$ cat config.mk
export PLATFORM = sky130hd
export DESIGN_NAME = gain_ramp_scheduler_flat
export DESIGN_NICKNAME = d
export VERILOG_FILES = /design/src/rtl/eq_pkg.sv /design/src/rtl/gain_ramp_scheduler_if.sv /design/src/rtl/gain_ramp_scheduler_step.sv /design/src/rtl/gain_ramp_scheduler.sv /design/src/flat_wrapper.sv
export SDC_FILE = /design/constraint.sdc
export NUM_CORES = 1
export LEC_CHECK = 0
export CORE_AREA = 2 2 167 169
export DETAILED_ROUTE_END_ITERATION = 12
export DIE_AREA = 0 0 169 171
export GPL_TIMING_DRIVEN = 1
export PLACE_DENSITY = 0.92
export SLEW_MARGIN = 10
export SYNTH_ARGS = -nofsm -noshare
export SYNTH_HDL_FRONTEND = slang
export SYNTH_SLANG_ARGS = --single-unit
$ cat constraint.sdc
create_clock -name clk -period 18.2 [get_ports clk]
set_input_delay 2.73 -clock clk [delete_from_list [all_inputs] [get_ports clk]]
set_output_delay 2.73 -clock clk [all_outputs]
set_load 0.005 [all_outputs]
$ cat src/rtl/eq_pkg.sv
// Shared equalizer constants and types used by the gain ramp scheduler.
package eq_pkg;
  localparam int N_BANDS = 10;
  localparam int GAIN_W  = 13;
  localparam int AUDIO_W = 24;
  localparam int BAND_W  = 4;

  localparam logic [7:0] GAIN_BASE_ADDR = 8'h01;

  typedef logic [GAIN_W-1:0] gain_t;

  localparam gain_t RESET_GAIN = 13'h0400;
  localparam gain_t STEP       = 13'd8;

  typedef enum logic {
    ST_IDLE  = 1'b0,
    ST_SWEEP = 1'b1
  } sched_state_e;
endpackage

$ cat src/rtl/gain_ramp_scheduler_if.sv
// Gain bus between the register bank / sample strobe and the scheduler.
interface gain_ramp_scheduler_if;
  import eq_pkg::*;

  logic                      audio_valid;
  logic                      ramp_en;
  logic [N_BANDS*GAIN_W-1:0] target_gain;
  logic [N_BANDS*GAIN_W-1:0] cur_gain;
  logic                      busy;
  logic                      sweep_done;
  logic                      settled;
  logic                      overrun;

  modport master (
    output audio_valid, ramp_en, target_gain,
    input  cur_gain, busy, sweep_done, settled, overrun
  );

  modport slave (
    input  audio_valid, ramp_en, target_gain,
    output cur_gain, busy, sweep_done, settled, overrun
  );
endinterface

$ cat src/rtl/gain_ramp_scheduler_step.sv
// One-band gain step: jump to target, or move toward it by at most step
// without overshooting and without wrapping past either end of the range.
module gain_step_unit
  import eq_pkg::*;
(
  input  gain_t cur_i,
  input  gain_t tgt_i,
  input  gain_t step_i,
  input  logic  ramp_en_i,
  output gain_t nxt_o
);

  logic [GAIN_W:0] up_w;
  logic [GAIN_W:0] dn_w;

  assign up_w = {1'b0, cur_i} + {1'b0, step_i};
  assign dn_w = {1'b0, cur_i} - {1'b0, step_i};

  always_comb begin
    nxt_o = cur_i;
    if (!ramp_en_i) begin
      nxt_o = tgt_i;
    end else if (cur_i < tgt_i) begin
      nxt_o = (up_w > {1'b0, tgt_i}) ? tgt_i : up_w[GAIN_W-1:0];
    end else if (cur_i > tgt_i) begin
      // dn_w[GAIN_W] set means the subtraction went below zero
      nxt_o = (dn_w[GAIN_W] || (dn_w[GAIN_W-1:0] < tgt_i)) ? tgt_i : dn_w[GAIN_W-1:0];
    end
  end

endmodule

$ cat src/rtl/gain_ramp_scheduler.sv
// Per-sample sweep of the band gains through one shared step unit.
//   state    | meaning
//   ST_IDLE  | waiting for an audio_valid rising edge
//   ST_SWEEP | updating band band_q this cycle, one band per clock
module gain_ramp_scheduler
  import eq_pkg::*;
(
  input  logic                 clk,
  input  logic                 rst_n,
  gain_ramp_scheduler_if.slave bus
);

  sched_state_e        state_q;
  logic [BAND_W-1:0]   band_q;
  logic                av_q;
  logic                pending_q;
  logic                busy_q;
  logic                sweep_done_q;
  logic                settled_q;
  logic                overrun_q;
  gain_t               cur_q  [N_BANDS];
  gain_t               snap_q [N_BANDS];

  logic                event_w;
  logic                last_w;
  gain_t               sel_cur_w;
  gain_t               sel_tgt_w;
  gain_t               step_nxt_w;
  logic                settled_d;
  logic [N_BANDS*GAIN_W-1:0] cur_packed_w;

  assign event_w = bus.audio_valid & ~av_q;
  assign last_w  = (band_q == BAND_W'(N_BANDS-1));

  always_comb begin
    sel_cur_w = '0;
    sel_tgt_w = '0;
    for (int b = 0; b < N_BANDS; b++) begin
      if (band_q == BAND_W'(b)) begin
        sel_cur_w = cur_q[b];
        sel_tgt_w = snap_q[b];
      end
    end
  end

  gain_step_unit u_step (
    .cur_i     (sel_cur_w),
    .tgt_i     (sel_tgt_w),
    .step_i    (STEP),
    .ramp_en_i (bus.ramp_en),
    .nxt_o     (step_nxt_w)
  );

  // Only meaningful on the last band: earlier bands already hold this sweep's result.
  always_comb begin
    settled_d = (step_nxt_w == snap_q[N_BANDS-1]);
    for (int b = 0; b < N_BANDS-1; b++) begin
      if (cur_q[b] != snap_q[b]) settled_d = 1'b0;
    end
  end

  always_ff @(posedge clk or negedge rst_n) begin
    if (!rst_n) begin
      state_q      <= ST_IDLE;
      band_q       <= '0;
      av_q         <= 1'b0;
      pending_q    <= 1'b0;
      busy_q       <= 1'b0;
      sweep_done_q <= 1'b0;
      settled_q    <= 1'b1;
      overrun_q    <= 1'b0;
      for (int b = 0; b < N_BANDS; b++) begin
        cur_q[b]  <= RESET_GAIN;
        snap_q[b] <= RESET_GAIN;
      end
    end else begin
      av_q         <= bus.audio_valid;
      sweep_done_q <= 1'b0;
      case (state_q)
        ST_IDLE: begin
          if (event_w) begin
            for (int b = 0; b < N_BANDS; b++) snap_q[b] <= bus.target_gain[b*GAIN_W +: GAIN_W];
            band_q  <= '0;
            busy_q  <= 1'b1;
            state_q <= ST_SWEEP;
          end
        end
        ST_SWEEP: begin
          for (int b = 0; b < N_BANDS; b++) begin
            if (band_q == BAND_W'(b)) cur_q[b] <= step_nxt_w;
          end
          if (last_w) begin
            sweep_done_q <= 1'b1;
            settled_q    <= settled_d;
            band_q       <= '0;
            if (pending_q || event_w) begin
              for (int b = 0; b < N_BANDS; b++) snap_q[b] <= bus.target_gain[b*GAIN_W +: GAIN_W];
              // A fresh edge arriving while the queued one is consumed takes its place.
              pending_q <= pending_q & event_w;
            end else begin
              busy_q  <= 1'b0;
              state_q <= ST_IDLE;
            end
          end else begin
            band_q <= band_q + BAND_W'(1);
            if (event_w) begin
              if (pending_q) overrun_q <= 1'b1;
              else           pending_q <= 1'b1;
            end
          end
        end
        default: state_q <= ST_IDLE;
      endcase
    end
  end

  always_comb begin
    cur_packed_w = '0;
    for (int b = 0; b < N_BANDS; b++) cur_packed_w[b*GAIN_W +: GAIN_W] = cur_q[b];
  end

  assign bus.cur_gain   = cur_packed_w;
  assign bus.busy       = busy_q;
  assign bus.sweep_done = sweep_done_q;
  assign bus.settled    = settled_q;
  assign bus.overrun    = overrun_q;

endmodule

$ cat src/flat_wrapper.sv
// flat-port wrapper written by rule: the top's interface ports become plain ports
module gain_ramp_scheduler_flat import eq_pkg::*;
  (clk, rst_n, bus_audio_valid, bus_ramp_en, bus_target_gain, bus_cur_gain, bus_busy, bus_sweep_done, bus_settled, bus_overrun);
  gain_ramp_scheduler_if bus_i ();
  input  logic clk;
  input  logic rst_n;
  input wire logic [$bits(bus_i.audio_valid)-1:0] bus_audio_valid;
  input wire logic [$bits(bus_i.ramp_en)-1:0] bus_ramp_en;
  input wire logic [$bits(bus_i.target_gain)-1:0] bus_target_gain;
  output wire logic [$bits(bus_i.cur_gain)-1:0] bus_cur_gain;
  output wire logic [$bits(bus_i.busy)-1:0] bus_busy;
  output wire logic [$bits(bus_i.sweep_done)-1:0] bus_sweep_done;
  output wire logic [$bits(bus_i.settled)-1:0] bus_settled;
  output wire logic [$bits(bus_i.overrun)-1:0] bus_overrun;
  assign bus_i.audio_valid = bus_audio_valid;
  assign bus_i.ramp_en = bus_ramp_en;
  assign bus_i.target_gain = bus_target_gain;
  assign bus_cur_gain = bus_i.cur_gain;
  assign bus_busy = bus_i.busy;
  assign bus_sweep_done = bus_i.sweep_done;
  assign bus_settled = bus_i.settled;
  assign bus_overrun = bus_i.overrun;
  gain_ramp_scheduler u_core (.clk(clk), .rst_n(rst_n), .bus(bus_i));
endmodule
Word-level counts from Yosys, hierarchy flattened
Index checks and enable logic that the tools add are counted.
- word-level logic and storage cells: 135
- register bits after elaboration: 271
- input bits: 134
- equal/unequal tests: 24
- reductions and logical operators: 18
- bitwise gates (word level): 5
- $lt $le $gt $ge: 4
- add/subtract/negate cells: 3
- multiplexer cells: 53
- operator list (cell ; number):
    two-way mux 130 bit ; 3
    two-way mux 13 bit ; 25
    one-hot mux 130 bit (2 select lines) ; 1
    != test 13 bit ; 9
    < comparator 13 bit ; 2
    AND reduction 2 bit ; 10
    two-way mux 1 bit ; 19
    == test 4 x 3 -> 1 bit (second input constant) ; 4
    adder 13 x 4 -> 14 bit (second input constant) ; 1
    > comparator 14 x 13 -> 1 bit ; 1
    subtractor 13 x 4 -> 14 bit (second input constant) ; 1
    == test 13 bit ; 1
    > comparator 13 bit ; 1
    AND reduction 3 bit ; 3
    == test 4 x 2 -> 1 bit (second input constant) ; 2
    == test 4 bit (second input constant) ; 2
    two-way mux 4 bit ; 2
    != test 2 bit (second input constant) ; 4
    one-hot mux 4 bit (2 select lines) ; 1
    adder 4 x 1 -> 4 bit (second input constant) ; 1
    == test 4 x 1 -> 1 bit (second input constant) ; 1
    zero test 4 bit ; 1
    one-hot mux 1 bit (2 select lines) ; 2
    AND reduction 4 bit ; 1
    other kinds (5) ; 9

Depth between registers and ports, before layout
- word-level depth: 28
- depth in mapped cells: 29
- mapped depth without buffers: 23

By module
Synthesis repeated with hierarchy kept, for this count alone.
- cell total of the unflattened synthesis: 1449
- area, all modules: 16034.1 µm²
- by module, submodules not included (module ; times used ; cells an instance ; seq. area each (µm²) ; area each (µm²)):
    gain_ramp_scheduler ; 1 ; 1074 ; 6807.8 ; 13375.3
    gain_step_unit ; 1 ; 375 ; 0.0 ; 2658.8

Worst setup path before layout
No wires, ideal clock.
- kind: register to register
- from: register u_core.band_q[1]
- to: register u_core.settled_q, in the netlist u_core.bus.settled
- slack: 12.428 ns
- library setup time: 0.086 ns
- data required time: 18.114 ns
- path buffers: 4
- arrival time: 5.686 ns
- clock period less this slack: 5.772 ns
- stages on the path, launching flop included: 26
- path through: dfrtp_1 -> buf_6 -> buf_6 -> buf_6 -> mux2_1 -> a22oi_1 -> o221ai_1 -> a221oi_1 -> ha_1 -> nand2_1 -> or4b_4 -> a211oi_1 -> xnor2_1 -> ha_1 -> a2111oi_0 -> a211oi_1 -> a221o_1 -> a31o_2 -> o21a_4 -> o21ai_4 -> and2_1 -> buf_6 -> mux2i_1 -> xnor2_1 -> nand4bb_1 -> o31ai_2
- cells in the longest elaborated chain, start to end: 28
- elaborated cells between the ends (all ways): 53
- those cells by class: add/sub: 2; order compare: 4; eq/ne: 10; mux: 34; reduce/logical: 3
- RTL lines (what ; RTL line ; text):
    start, declared ; gain_ramp_scheduler.sv:14 ; logic [BAND_W-1:0] band_q;
    start signal, assigned ; gain_ramp_scheduler.sv:105 ; band_q <= band_q + BAND_W'(1);
    zero test 4 bit ; gain_ramp_scheduler.sv:39 ; if (band_q == BAND_W'(b)) begin
    two-way mux 13 bit (10 in series) ; gain_ramp_scheduler.sv:39 ;
    subtractor 13 x 4 -> 14 bit ; gain_ramp_scheduler_step.sv:17 ; assign dn_w = {1'b0, cur_i} - {1'b0, step_i};
    < comparator 13 bit ; gain_ramp_scheduler_step.sv:27 ; nxt_o = (dn_w[GAIN_W] || (dn_w[GAIN_W-1:0] < tgt_i)) ? tgt_i : dn_w[GAIN_W-1:0];
    logical OR 1 bit ; gain_ramp_scheduler_step.sv:27 ;
    two-way mux 13 bit ; gain_ramp_scheduler_step.sv:27 ;
    two-way mux 13 bit ; gain_ramp_scheduler_step.sv:25 ; end else if (cur_i > tgt_i) begin
    two-way mux 13 bit ; gain_ramp_scheduler_step.sv:23 ; end else if (cur_i < tgt_i) begin
    two-way mux 13 bit ; gain_ramp_scheduler_step.sv:21 ; if (!ramp_en_i) begin
    == test 13 bit ; gain_ramp_scheduler.sv:56 ; settled_d = (step_nxt_w == snap_q[N_BANDS-1]);
    two-way mux 1 bit (9 in series) ; gain_ramp_scheduler.sv:58 ; if (cur_q[b] != snap_q[b]) settled_d = 1'b0;
    end signal, assigned ; gain_ramp_scheduler.sv:94 ; settled_q <= settled_d;
    end, declared ; gain_ramp_scheduler.sv:19 ; logic settled_q;
Parallel ways exist; a longest one is shown, timed or not.
A chain may end at the register's enable or synchronous reset.

Final worst setup path
- from: register u_core.band_q[0]
- to: register u_core.settled_q, in the netlist u_core.bus.settled
The elaborated chain is that of the path after synthesis.

==> results.md <==
* Main combinational cell family by area after synthesis: multiplexers
* Antenna diodes at 0
* Final nets at 1831
* Port Buf Inserts at 267
* Yosys warnings at 0
* Total negative setup slack at 0 ns
* Mapped Avg Cell Area at 10.9 um^2
* Pins Over Slew Limit at 0
* Largest area contributor in the netlist: dfrtp_1
* Mux share of post-synthesis cell area at 0.178
* Dpl hpwl at 44.2 mm
* Hold-fix buffers, CTS at 0
* Vias in the first global route at 14000
* Core Rows at 61
* Post-synthesis sequential area ratio at 0.437
* Syn Nets at 1594
* Yosys reg bits at 271
* Final min period at 8.40 ns
* Drt total wl at 59.0 mm
* Largest net degree at the start of global routing at 121
* Area growth syn-to-layout at 25.6%
* CP endpoint kind: flop
* RSZ-0062 raised after global routing: false
* TritonCTS buffer count at 29
* Post-synthesis simple-gate area fraction at 0.105
* Gpl congestion at 1.03
* Root buffer cell: clkbuf_16
* I/O pin cnt at 268
* Dpl ws at 10.18 ns
* Final-report hold violation count at 0
* Vias per Instance at 6.85
* Ys async rst share at 1.00
* H-Tree Depth at 1
* Reg-to-reg slack, setup at 9.80 ns
* Clock transition at path regs at 0.06 ns
* Status: finished, final reports clean
* Met2 Use GR at 0.641
* Main flop type after synthesis: dfrtp_1
* CP Max Fanout at 36
* Relative slew slack at 0.244
* CTS tree: done
* Crit path required time at 18.69 ns
* Initial antenna violation count at 0
* Synth unique cells at 92
* Final WS setup at 9.80 ns
* Most common cell after layout, fill and taps aside: clkdlybuf4s50_1
* Die Y at 171 um
* Endpoints failing setup at 0
* Kind of critical path: reg2reg
* Hold/Removal Path Class: reg2reg
* Post-CTS Resized at 0
* Post-synthesis adder-cell area fraction at 0.0265
* Vias at 13900
* Max cap viols at 0
* GRT busiest layer: met2
* Startpoint Class: flop
* Most frequent cells in the layout: clkdlybuf4s50_1 (266), dfrtp_1 (248), mux2_2 (207)
* Mapped Area at 0.0156 mm^2
* Worst Max-Slew Pin Slew at 1.10 ns
* CP Cell Sequence: buf_4 > inv_1 > a31oi_1 > o221ai_1 > a221oi_1 > ha_1 > nand2_1 > or4b_4 > a211oi_1 > xnor2_1 > ha_1 > a2111oi_0 > a211oi_1 > a221o_1 > a31o_2 > o21a_4 > o21ai_4 > and2_1 > mux2i_1 > xnor2_1 > nand4bb_1 > o31ai_2
* Cell count after synthesis at 1427
* XOR/XNOR Fraction of Synth Area at 0.0720
* Initial Utilization at 0.570
* Post-synth EDFFs at 0
* Clock Latency Late Sink at 0.58 ns
* Postcts setup bufs at 0
* Global route overflow at 0
* Core Box Area at 0.0273 mm^2
* All-Layer GR Usage at 0.405
* WP data arrival at 8.89 ns
* Die area at 0.0289 mm^2
* Final setup skew at 0.00921 ns
* Post-route DRC at 0
* 1st-pass router iterations at 10
* Final ANT Viol Nets at 0
* Initial DRC count at 1902
* Met1 Resource Use GR at 0.512
* CTS Sinks at 271
* Share of layout cells above drive strength 1 at 0.206
* Worst stage delay on the critical path at 0.96 ns
* Maximum root-to-sink buffer count at 3
* First-pass GRT wire length at 87.8 mm
* Met3 track demand over resource at 0.0888
* Die Wd at 169 um
* Fmax achieved at 119 MHz
* Final worst-path cycle share at 0.461
* Synth area leaders: dfrtp_1 (40%), mux2_2 (15%), xnor2_1 (6.4%), dfstp_2 (3.5%), o21ai_0 (2.7%)
* Share of the synthesized area in the top cell type at 0.402
* Crit-path slowest cell: mux2i_1
* Area fraction in compound gates after synthesis at 0.147
* Wirelength per Cell at 29.0 um
area by class of cell:
| type | instances | area [um^2] |
|---|---|---|
| clock buffers | 34 | 774 |
| clock inverters | 19 | 309 |
| fillers | 1885 | 7770 |
| inverters | 37 | 139 |
| multi-input cells | 1037 | 8250 |
| flip-flops and latches | 271 | 6810 |
| well taps | 346 | 433 |
| repair buffers | 288 | 2840 |
routing by layer:
layer	vias to the layer above	routed length, um
met1	6803	21400
met3	319	6430
met4	0	4490
met2	1041	26700
met5	-	0
li1	5760	-
sequential cells by signal (all words and copies together), names as in the netlist:
| name | count |
|---|---|
| u_core.bus.settled | 1 |
| u_core.bus.overrun | 1 |
| u_core.av_q | 1 |
| u_core.band_q | 4 |
| u_core.state_q | 1 |
| u_core.bus.sweep_done | 1 |
| u_core.bus.cur_gain | 130 |
| u_core.snap_q | 130 |
| u_core.bus.busy | 1 |
| u_core.pending_q | 1 |
Yosys cell counts, drive strengths merged, types with 8 or more instances:
cell,count
nor4,11
nand4,36
nand3,16
inv,37
a22oi,21
nor2b,9
a21o,12
or2,8
mux2,208
a221oi,20
o21a,9
a211oi,9
dfrtp,250
mux2i,31
dfstp,21
o31ai,15
o21ai,91
ha,33
xnor2,113
xor2,15
buf,30
o22ai,18
clkbuf,52
nand2,110
a31oi,8
nor2,43
a221o,10
a21oi,42
nor3,21
and3,8
nand2b,9
stage by stage:
stage,std cells,hold slack (ns),cell area (um^2),util
after floorplan,1427,0.460,15600,-
after global placement,1979,0.468,18500,0.676
after detailed placement,1979,0.471,18500,0.676
after CTS,2032,0.485,19500,0.715
after global routing,2032,0.500,19600,0.716
final,2032,0.482,19600,0.716
worst paths after layout:
kind                                       to          startpoint  cells after the start
min in group asynchronous  u_core.snap_q[111]               rst_n                      1
min                        u_core.bus.overrun  u_core.bus.overrun                      1
min reg2reg                u_core.bus.overrun  u_core.bus.overrun                      1
max                        u_core.bus.settled    u_core.band_q[0]                     22
max in group asynchronous   u_core.snap_q[21]               rst_n                      2
max reg2reg                u_core.bus.settled    u_core.band_q[0]                     22
worst max-delay path: cells and delay by family (launching register included):
kind,cells,cell delay (ns)
compound gates,11,3.43
xor+xnor,2,0.34
mux,1,0.96
simple gates,4,1.16
buf+inv,2,0.98
flops,1,0.82
fa+ha+maj,2,0.57
cells by family after synthesis:
group,after synthesis
AO/OA/AOI/OAI,320
AND/OR/NAND/NOR,312
flip-flops,271
multiplexers,244
XOR/XNOR,128
buffers and inverters,119
adder cells (fa/ha/maj),33
Power is left out: the tool's default activity adds up to more than one toggle a clock period on the data nets, which glitch-free logic cannot reach.
